$ cat config.mk
export PLATFORM = sky130hd
export DESIGN_NAME = byte_uart_tx_flat
export DESIGN_NICKNAME = d
export VERILOG_FILES = /design/src/rtl/uart_pkg.sv /design/src/rtl/byte_uart_tx_if.sv /design/src/rtl/byte_fifo.sv /design/src/rtl/byte_uart_tx.sv /design/src/flat_wrapper.sv
export SDC_FILE = /design/constraint.sdc
export NUM_CORES = 1
export LEC_CHECK = 0
export CORE_MARGIN = 4
export CORE_UTILIZATION = 50
export DETAILED_ROUTE_END_ITERATION = 10
export PLACE_DENSITY = 0.67
export SYNTH_ARGS = -nofsm -noshare
export SYNTH_HDL_FRONTEND = slang
export SYNTH_SLANG_ARGS = --single-unit
$ cat constraint.sdc
create_clock -name clk -period 7.7 [get_ports clk]
set_clock_uncertainty 0.2 [all_clocks]
set_input_delay 1.54 -clock clk [delete_from_list [all_inputs] [get_ports clk]]
set_output_delay 1.54 -clock clk [all_outputs]
set_load 0.005 [all_outputs]
$ cat src/rtl/uart_pkg.sv
// ============================================================================
// Module      : uart_pkg
// Description : Shared types and constants for the console byte UART.
// Revision    : 1.0 - initial release
// ============================================================================
`default_nettype none

package uart_pkg;

    typedef enum logic [1:0] {
        IDLE  = 2'd0,
        START = 2'd1,
        DATA  = 2'd2,
        STOP  = 2'd3
    } uart_state_e;

    localparam int DEFAULT_CLKS_PER_BIT = 868;
    localparam int DATA_BITS            = 8;

endpackage : uart_pkg

`default_nettype wire

$ cat src/rtl/byte_uart_tx_if.sv
// ============================================================================
// Module      : byte_uart_tx_if
// Description : Console byte stream in, UART line and buffer status out.
// Revision    : 1.0 - initial release
// ============================================================================
`default_nettype none

interface byte_uart_tx_if #(
    parameter int FIFO_DEPTH = 16
);
    localparam int CW = $clog2(FIFO_DEPTH + 1);

    logic [7:0]    in_byte;
    logic          in_valid;
    logic          clear_overflow;
    logic          tx;
    logic          busy;
    logic          overflow;
    logic [CW-1:0] fifo_count;

    modport master (
        output in_byte, in_valid, clear_overflow,
        input  tx, busy, overflow, fifo_count
    );

    modport slave (
        input  in_byte, in_valid, clear_overflow,
        output tx, busy, overflow, fifo_count
    );

endinterface : byte_uart_tx_if

`default_nettype wire

$ cat src/rtl/byte_fifo.sv
// ============================================================================
// Module      : byte_fifo
// Description : Byte-wide synchronous FIFO with first-word-fall-through read.
// Revision    : 1.0 - initial release
// ============================================================================
`default_nettype none

module byte_fifo
    import uart_pkg::*;
#(
    parameter int DEPTH = 16,
    localparam int CW   = $clog2(DEPTH + 1),
    localparam int AW   = (DEPTH > 1) ? $clog2(DEPTH) : 1
) (
    input  wire logic                 clk,
    input  wire logic                 rst,
    input  wire logic                 i_wr_en,
    input  wire logic [DATA_BITS-1:0] i_wr_data,
    input  wire logic                 i_rd_en,
    output logic      [DATA_BITS-1:0] o_rd_data,
    output logic                      o_full,
    output logic                      o_empty,
    output logic      [CW-1:0]        o_count
);

    logic [DATA_BITS-1:0] r_mem [DEPTH];
    logic [AW-1:0]        r_wr_ptr;
    logic [AW-1:0]        r_rd_ptr;
    logic [CW-1:0]        r_count;

    // Storage is not reset; resetting the pointers discards its contents.
    always_ff @(posedge clk) begin
        if (i_wr_en) begin
            r_mem[r_wr_ptr] <= i_wr_data;
        end
    end

    always_ff @(posedge clk or posedge rst) begin
        if (rst) begin
            r_wr_ptr <= '0;
            r_rd_ptr <= '0;
            r_count  <= '0;
        end else begin
            if (i_wr_en) begin
                r_wr_ptr <= r_wr_ptr + AW'(1);
            end
            if (i_rd_en) begin
                r_rd_ptr <= r_rd_ptr + AW'(1);
            end
            case ({i_wr_en, i_rd_en})
                2'b10:   r_count <= r_count + CW'(1);
                2'b01:   r_count <= r_count - CW'(1);
                default: r_count <= r_count;
            endcase
        end
    end

    assign o_rd_data = r_mem[r_rd_ptr];
    assign o_full    = (r_count == CW'(DEPTH));
    assign o_empty   = (r_count == '0);
    assign o_count   = r_count;

endmodule : byte_fifo

`default_nettype wire

$ cat src/rtl/byte_uart_tx.sv
// ============================================================================
// Module      : byte_uart_tx
// Description : Buffers console bytes and serialises them as 8N1 UART.
// Revision    : 1.0 - initial release
// ============================================================================
`default_nettype none

module byte_uart_tx
    import uart_pkg::*;
#(
    parameter int CLKS_PER_BIT = DEFAULT_CLKS_PER_BIT,
    parameter int FIFO_DEPTH   = 16
) (
    input  wire logic      clk,
    input  wire logic      reset,
    byte_uart_tx_if.slave  bus
);

    localparam int CW = $clog2(FIFO_DEPTH + 1);
    localparam int BW = (CLKS_PER_BIT > 1) ? $clog2(CLKS_PER_BIT) : 1;
    localparam int IW = $clog2(DATA_BITS);

    localparam logic [BW-1:0] c_BAUD_LAST = BW'(CLKS_PER_BIT - 1);
    localparam logic [IW-1:0] c_LAST_BIT  = IW'(DATA_BITS - 1);

    uart_state_e          r_state;
    logic [BW-1:0]        r_baud;
    logic [IW-1:0]        r_bit_idx;
    logic [DATA_BITS-1:0] r_shift;
    logic                 r_tx;
    logic                 r_busy;
    logic                 r_overflow;

    logic [DATA_BITS-1:0] w_fifo_data;
    logic                 w_full;
    logic                 w_empty;
    logic [CW-1:0]        w_count;
    logic                 w_baud_last;
    logic                 w_pop;
    logic                 w_wr_accept;
    logic                 w_drop;

    assign w_baud_last = (r_baud == c_BAUD_LAST);
    assign w_pop       = !w_empty &&
                         ((r_state == IDLE) || ((r_state == STOP) && w_baud_last));
    // A full FIFO still takes a byte when a pop frees a slot on the same edge.
    assign w_wr_accept = bus.in_valid && (!w_full || w_pop);
    assign w_drop      = bus.in_valid && !w_wr_accept;

    byte_fifo #(
        .DEPTH (FIFO_DEPTH)
    ) u_fifo (
        .clk       (clk),
        .rst       (reset),
        .i_wr_en   (w_wr_accept),
        .i_wr_data (bus.in_byte),
        .i_rd_en   (w_pop),
        .o_rd_data (w_fifo_data),
        .o_full    (w_full),
        .o_empty   (w_empty),
        .o_count   (w_count)
    );

    // tx and busy are registered from the current state, so the line trails
    // the state register by one cycle throughout the frame.
    always_ff @(posedge clk or posedge reset) begin
        if (reset) begin
            r_state    <= IDLE;
            r_baud     <= '0;
            r_bit_idx  <= '0;
            r_shift    <= '0;
            r_tx       <= 1'b1;
            r_busy     <= 1'b0;
            r_overflow <= 1'b0;
        end else begin
            case (r_state)
                IDLE:    r_tx <= 1'b1;
                START:   r_tx <= 1'b0;
                DATA:    r_tx <= r_shift[0];
                default: r_tx <= 1'b1;
            endcase

            r_busy <= (r_state != IDLE) || !w_empty;

            if (w_drop) begin
                r_overflow <= 1'b1;
            end else if (bus.clear_overflow) begin
                r_overflow <= 1'b0;
            end

            case (r_state)
                IDLE: begin
                    r_baud <= '0;
                    if (!w_empty) begin
                        r_shift <= w_fifo_data;
                        r_state <= START;
                    end
                end
                START: begin
                    if (w_baud_last) begin
                        r_baud    <= '0;
                        r_bit_idx <= '0;
                        r_state   <= DATA;
                    end else begin
                        r_baud <= r_baud + BW'(1);
                    end
                end
                DATA: begin
                    if (w_baud_last) begin
                        r_baud  <= '0;
                        r_shift <= r_shift >> 1;
                        if (r_bit_idx == c_LAST_BIT) begin
                            r_state <= STOP;
                        end else begin
                            r_bit_idx <= r_bit_idx + IW'(1);
                        end
                    end else begin
                        r_baud <= r_baud + BW'(1);
                    end
                end
                default: begin
                    if (w_baud_last) begin
                        r_baud <= '0;
                        if (!w_empty) begin
                            r_shift <= w_fifo_data;
                            r_state <= START;
                        end else begin
                            r_state <= IDLE;
                        end
                    end else begin
                        r_baud <= r_baud + BW'(1);
                    end
                end
            endcase
        end
    end

    assign bus.tx         = r_tx;
    assign bus.busy       = r_busy;
    assign bus.overflow   = r_overflow;
    assign bus.fifo_count = w_count;

endmodule : byte_uart_tx

`default_nettype wire

$ cat src/flat_wrapper.sv
// flat-port wrapper written by rule: the top's interface ports become plain ports
module byte_uart_tx_flat import uart_pkg::*;
#(
    parameter int CLKS_PER_BIT = DEFAULT_CLKS_PER_BIT,
    parameter int FIFO_DEPTH   = 16
)
  (clk, reset, bus_in_byte, bus_in_valid, bus_clear_overflow, bus_tx, bus_busy, bus_overflow, bus_fifo_count);
  byte_uart_tx_if #(.FIFO_DEPTH(FIFO_DEPTH)) bus_i ();
  input  wire logic clk;
  input  wire logic reset;
  input wire logic [$bits(bus_i.in_byte)-1:0] bus_in_byte;
  input wire logic [$bits(bus_i.in_valid)-1:0] bus_in_valid;
  input wire logic [$bits(bus_i.clear_overflow)-1:0] bus_clear_overflow;
  output wire logic [$bits(bus_i.tx)-1:0] bus_tx;
  output wire logic [$bits(bus_i.busy)-1:0] bus_busy;
  output wire logic [$bits(bus_i.overflow)-1:0] bus_overflow;
  output wire logic [$bits(bus_i.fifo_count)-1:0] bus_fifo_count;
  assign bus_i.in_byte = bus_in_byte;
  assign bus_i.in_valid = bus_in_valid;
  assign bus_i.clear_overflow = bus_clear_overflow;
  assign bus_tx = bus_i.tx;
  assign bus_busy = bus_i.busy;
  assign bus_overflow = bus_i.overflow;
  assign bus_fifo_count = bus_i.fifo_count;
  byte_uart_tx #(.CLKS_PER_BIT(CLKS_PER_BIT), .FIFO_DEPTH(FIFO_DEPTH)) u_core (.clk(clk), .reset(reset), .bus(bus_i));
endmodule
==> metrics.csv <==
metric,value,unit
status,"complete, no violations",
p_clk_share,31.7,%
die_area,0.0166,mm²
clk_path_buf_depth,2,
ys_ff_latch,167,
hold-path-cell-count,1,
fin_nets,514,
switching_share,29.8,%
fin_crit_sh,53.0,%
io-pin-count,20,
syn_area,0.00732,mm²
gp_congestion,0.864,
place_ws,3.22,ns
postSynthAreaPerCell,15.6,µm²
cts_root_buf,clkbuf_16,
p_total,2.81,mW
power_frac_comb,24.0,%
clkTransAtPathRegs,0.06,ns
die_w,129,µm
initialDrtViolationCount,383,
routed_via_density,5.97,
synth_fp_nets,496,
dp_hpwl,9.44,mm
crit_required,7.55,ns
fp.dieH,129,µm
fin_tns_setup,0,ns
grt_max_degree,40,
numCtsBuffers,17,
drive_gt1_share,18.4,%
yosysWarnings,0,
clock_latency,0.42,ns
avgRoutedWirePerCell,21.1,µm
synthCells,468,
critPathArrivalTime,3.93,ns
worstRegToRegCells,11,
power_density,340,mW/mm²
hold_slack,0.293,ns
ys_seq_area_share,65.9,%
cts_setup_buffers,0,
path_class,in -> reg,
max_cap_viol_count,0,
rsz0062_at_grt,false,
wirelength,14.3,mm
hold_path.class,reg -> reg,
ir_drop,171,µV
portBuffers,19,
endpoint_kind,flip-flop,
critPathLaunchType,primary input,
vias,4055,
synth-edff-count,128,
drc,0,
cp_max_fo,15,
setup_violations,0,
fin_crit,4.08,ns
hold_violations,0,
std_cell_rows,43,
max_freq,245,MHz
tightest_slew,1.09,ns
slew_headroom,27.1,%
start_util,51.9,%
cts_sinks,167,
cts_tree,done,
final_common_cell,edfxtp_1,
fill_cells,1092,
grt_pass1_wl,23.3,mm
synth-async-reset-ratio,23.4,%
ant_nets,0,
antenna_cells,0,
antenna_found_initial,0,
drv_slew,0,
track_usage,18.9,%
synth-main-ff-cell,edfxtp_1,
grt_pass1_vias,4197,
final_cell_mix,"128 x edfxtp_1, 38 x dfrtp_1, 30 x nand2_1, 30 x mux2_2, 23 x o22ai_1",
hold_buffers,0,
dr.pass1.iters,5,
p_leak,2.84,nW
grt_overflow,0,
ys_types,58,
core-area,0.0141,mm²
syn2layout_area_growth,12.7,%
worst_slack,3.62,ns
ctsHtreeMaxLevel,4,
p_switching,836,µW
p_int,1.97,mW
seqPwrFrac,44.3,%
cts-resized-gates,0,
worst max-delay path: stages:
cell and delay [ns]:
clkdlybuf4s50_1 0.77, nand2_1 0.56, nor3_1 1.04
path summary, 6_finish.rpt:
check,startpoint,end,slack [ns]
setup / recovery,bus_in_valid,u_core.u_fifo.r_mem[5][7],3.62
hold / removal,u_core.r_shift[1],u_core.r_shift[1],0.29
setup reg to reg,u_core.r_baud[0],u_core.u_fifo.o_count[4],4.29
hold reg to reg,u_core.r_shift[1],u_core.r_shift[1],0.29
max in group asynchronous,reset,u_core.bus.tx,5.60
min in group asynchronous,reset,u_core.u_fifo.o_count[3],1.35
kinds of logic (layout without fill, tap and decap cells):
family	count (synthesis)	in the layout	synth area share [%]
AO/OA/AOI/OAI	77	77	7.59
XOR/XNOR	17	17	2.03
AND/OR/NAND/NOR	107	107	7.85
flip-flops	167	167	65.9
multiplexers	49	49	10.9
adder cells (fa/ha/maj)	16	16	2.84
buffers and inverters	35	66	2.87
stage by stage:
stage                     utilization, %  area (µm²)  cells
after detailed placement            54.0        7610    647
after CTS                           58.5        8240    679
final                               58.5        8240    679
after global placement              54.0        7610    647
after global routing                58.5        8240    679
after floorplan                        -        7320    468
metal layers:
metal	part of all wire, %	up-vias	GRT usage [%]	routed length [µm]
li1	-	1870	-	-
met1	44	2054	25.5	6260
met2	49	100	29.8	7070
met3	3.9	31	3.82	561
met4	3.1	0	9.08	449
met5	0	-	0	0
power groups by stage:
stage	Sequential, mW	Clock [mW]	Combinational (mW)
2_1_floorplan	1.17	0	0.569
3_3_place_gp	1.26	0	0.657
3_5_place_dp	1.26	0	0.670
4_1_cts	1.25	0.903	0.676
5_1_grt	1.27	0.946	0.735
6_report	1.24	0.889	0.673
cell usage after synthesis, drive strengths merged (3+ instances only):
cell | n | area share (%)
nand2 | 30 | 1.5
nand4 | 4 | 0.34
nor4b | 4 | 0.48
nor2 | 23 | 1.3
nand2b | 5 | 0.43
o311ai | 7 | 0.84
mux2 | 30 | 4.6
o22ai | 23 | 2.0
mux4 | 19 | 6.3
o21ai | 9 | 0.62
edfxtp | 128 | 53
o21a | 14 | 1.4
buf | 14 | 1.7
nand3 | 13 | 0.89
or2 | 4 | 0.34
ha | 15 | 2.6
a22oi | 3 | 0.31
xnor2 | 13 | 1.6
xor2 | 4 | 0.48
inv | 9 | 0.46
nor3 | 10 | 0.68
dfrtp | 38 | 13
and3 | 3 | 0.32
a21oi | 6 | 0.41
clkbuf | 11 | 0.56
sequential cells by signal (all words and copies together) (netlist names):
name,count
u_core.bus.overflow,1
u_core.u_fifo.r_mem,128
u_core.bus.tx,1
u_core.r_bit_idx,3
u_core.r_baud,10
u_core.u_fifo.o_count,5
u_core.r_shift,8
u_core.u_fifo.r_rd_ptr,4
u_core.bus.busy,1
u_core.u_fifo.r_wr_ptr,4
u_core.r_state,2
final cells by class:
cell class / count / area (µm²) / area share (%)
multi-input cells: 266 / 2300 / 27.9
well taps: 180 / 225 / 2.73
inverters: 9 / 33.8 / 0.410
flip-flops and latches: 167 / 4820 / 58.5
clock inverters: 14 / 200 / 2.43
clock buffers: 18 / 429 / 5.21
repair buffers: 25 / 235 / 2.85
Note: power is estimated with default switching activity, not from simulation.
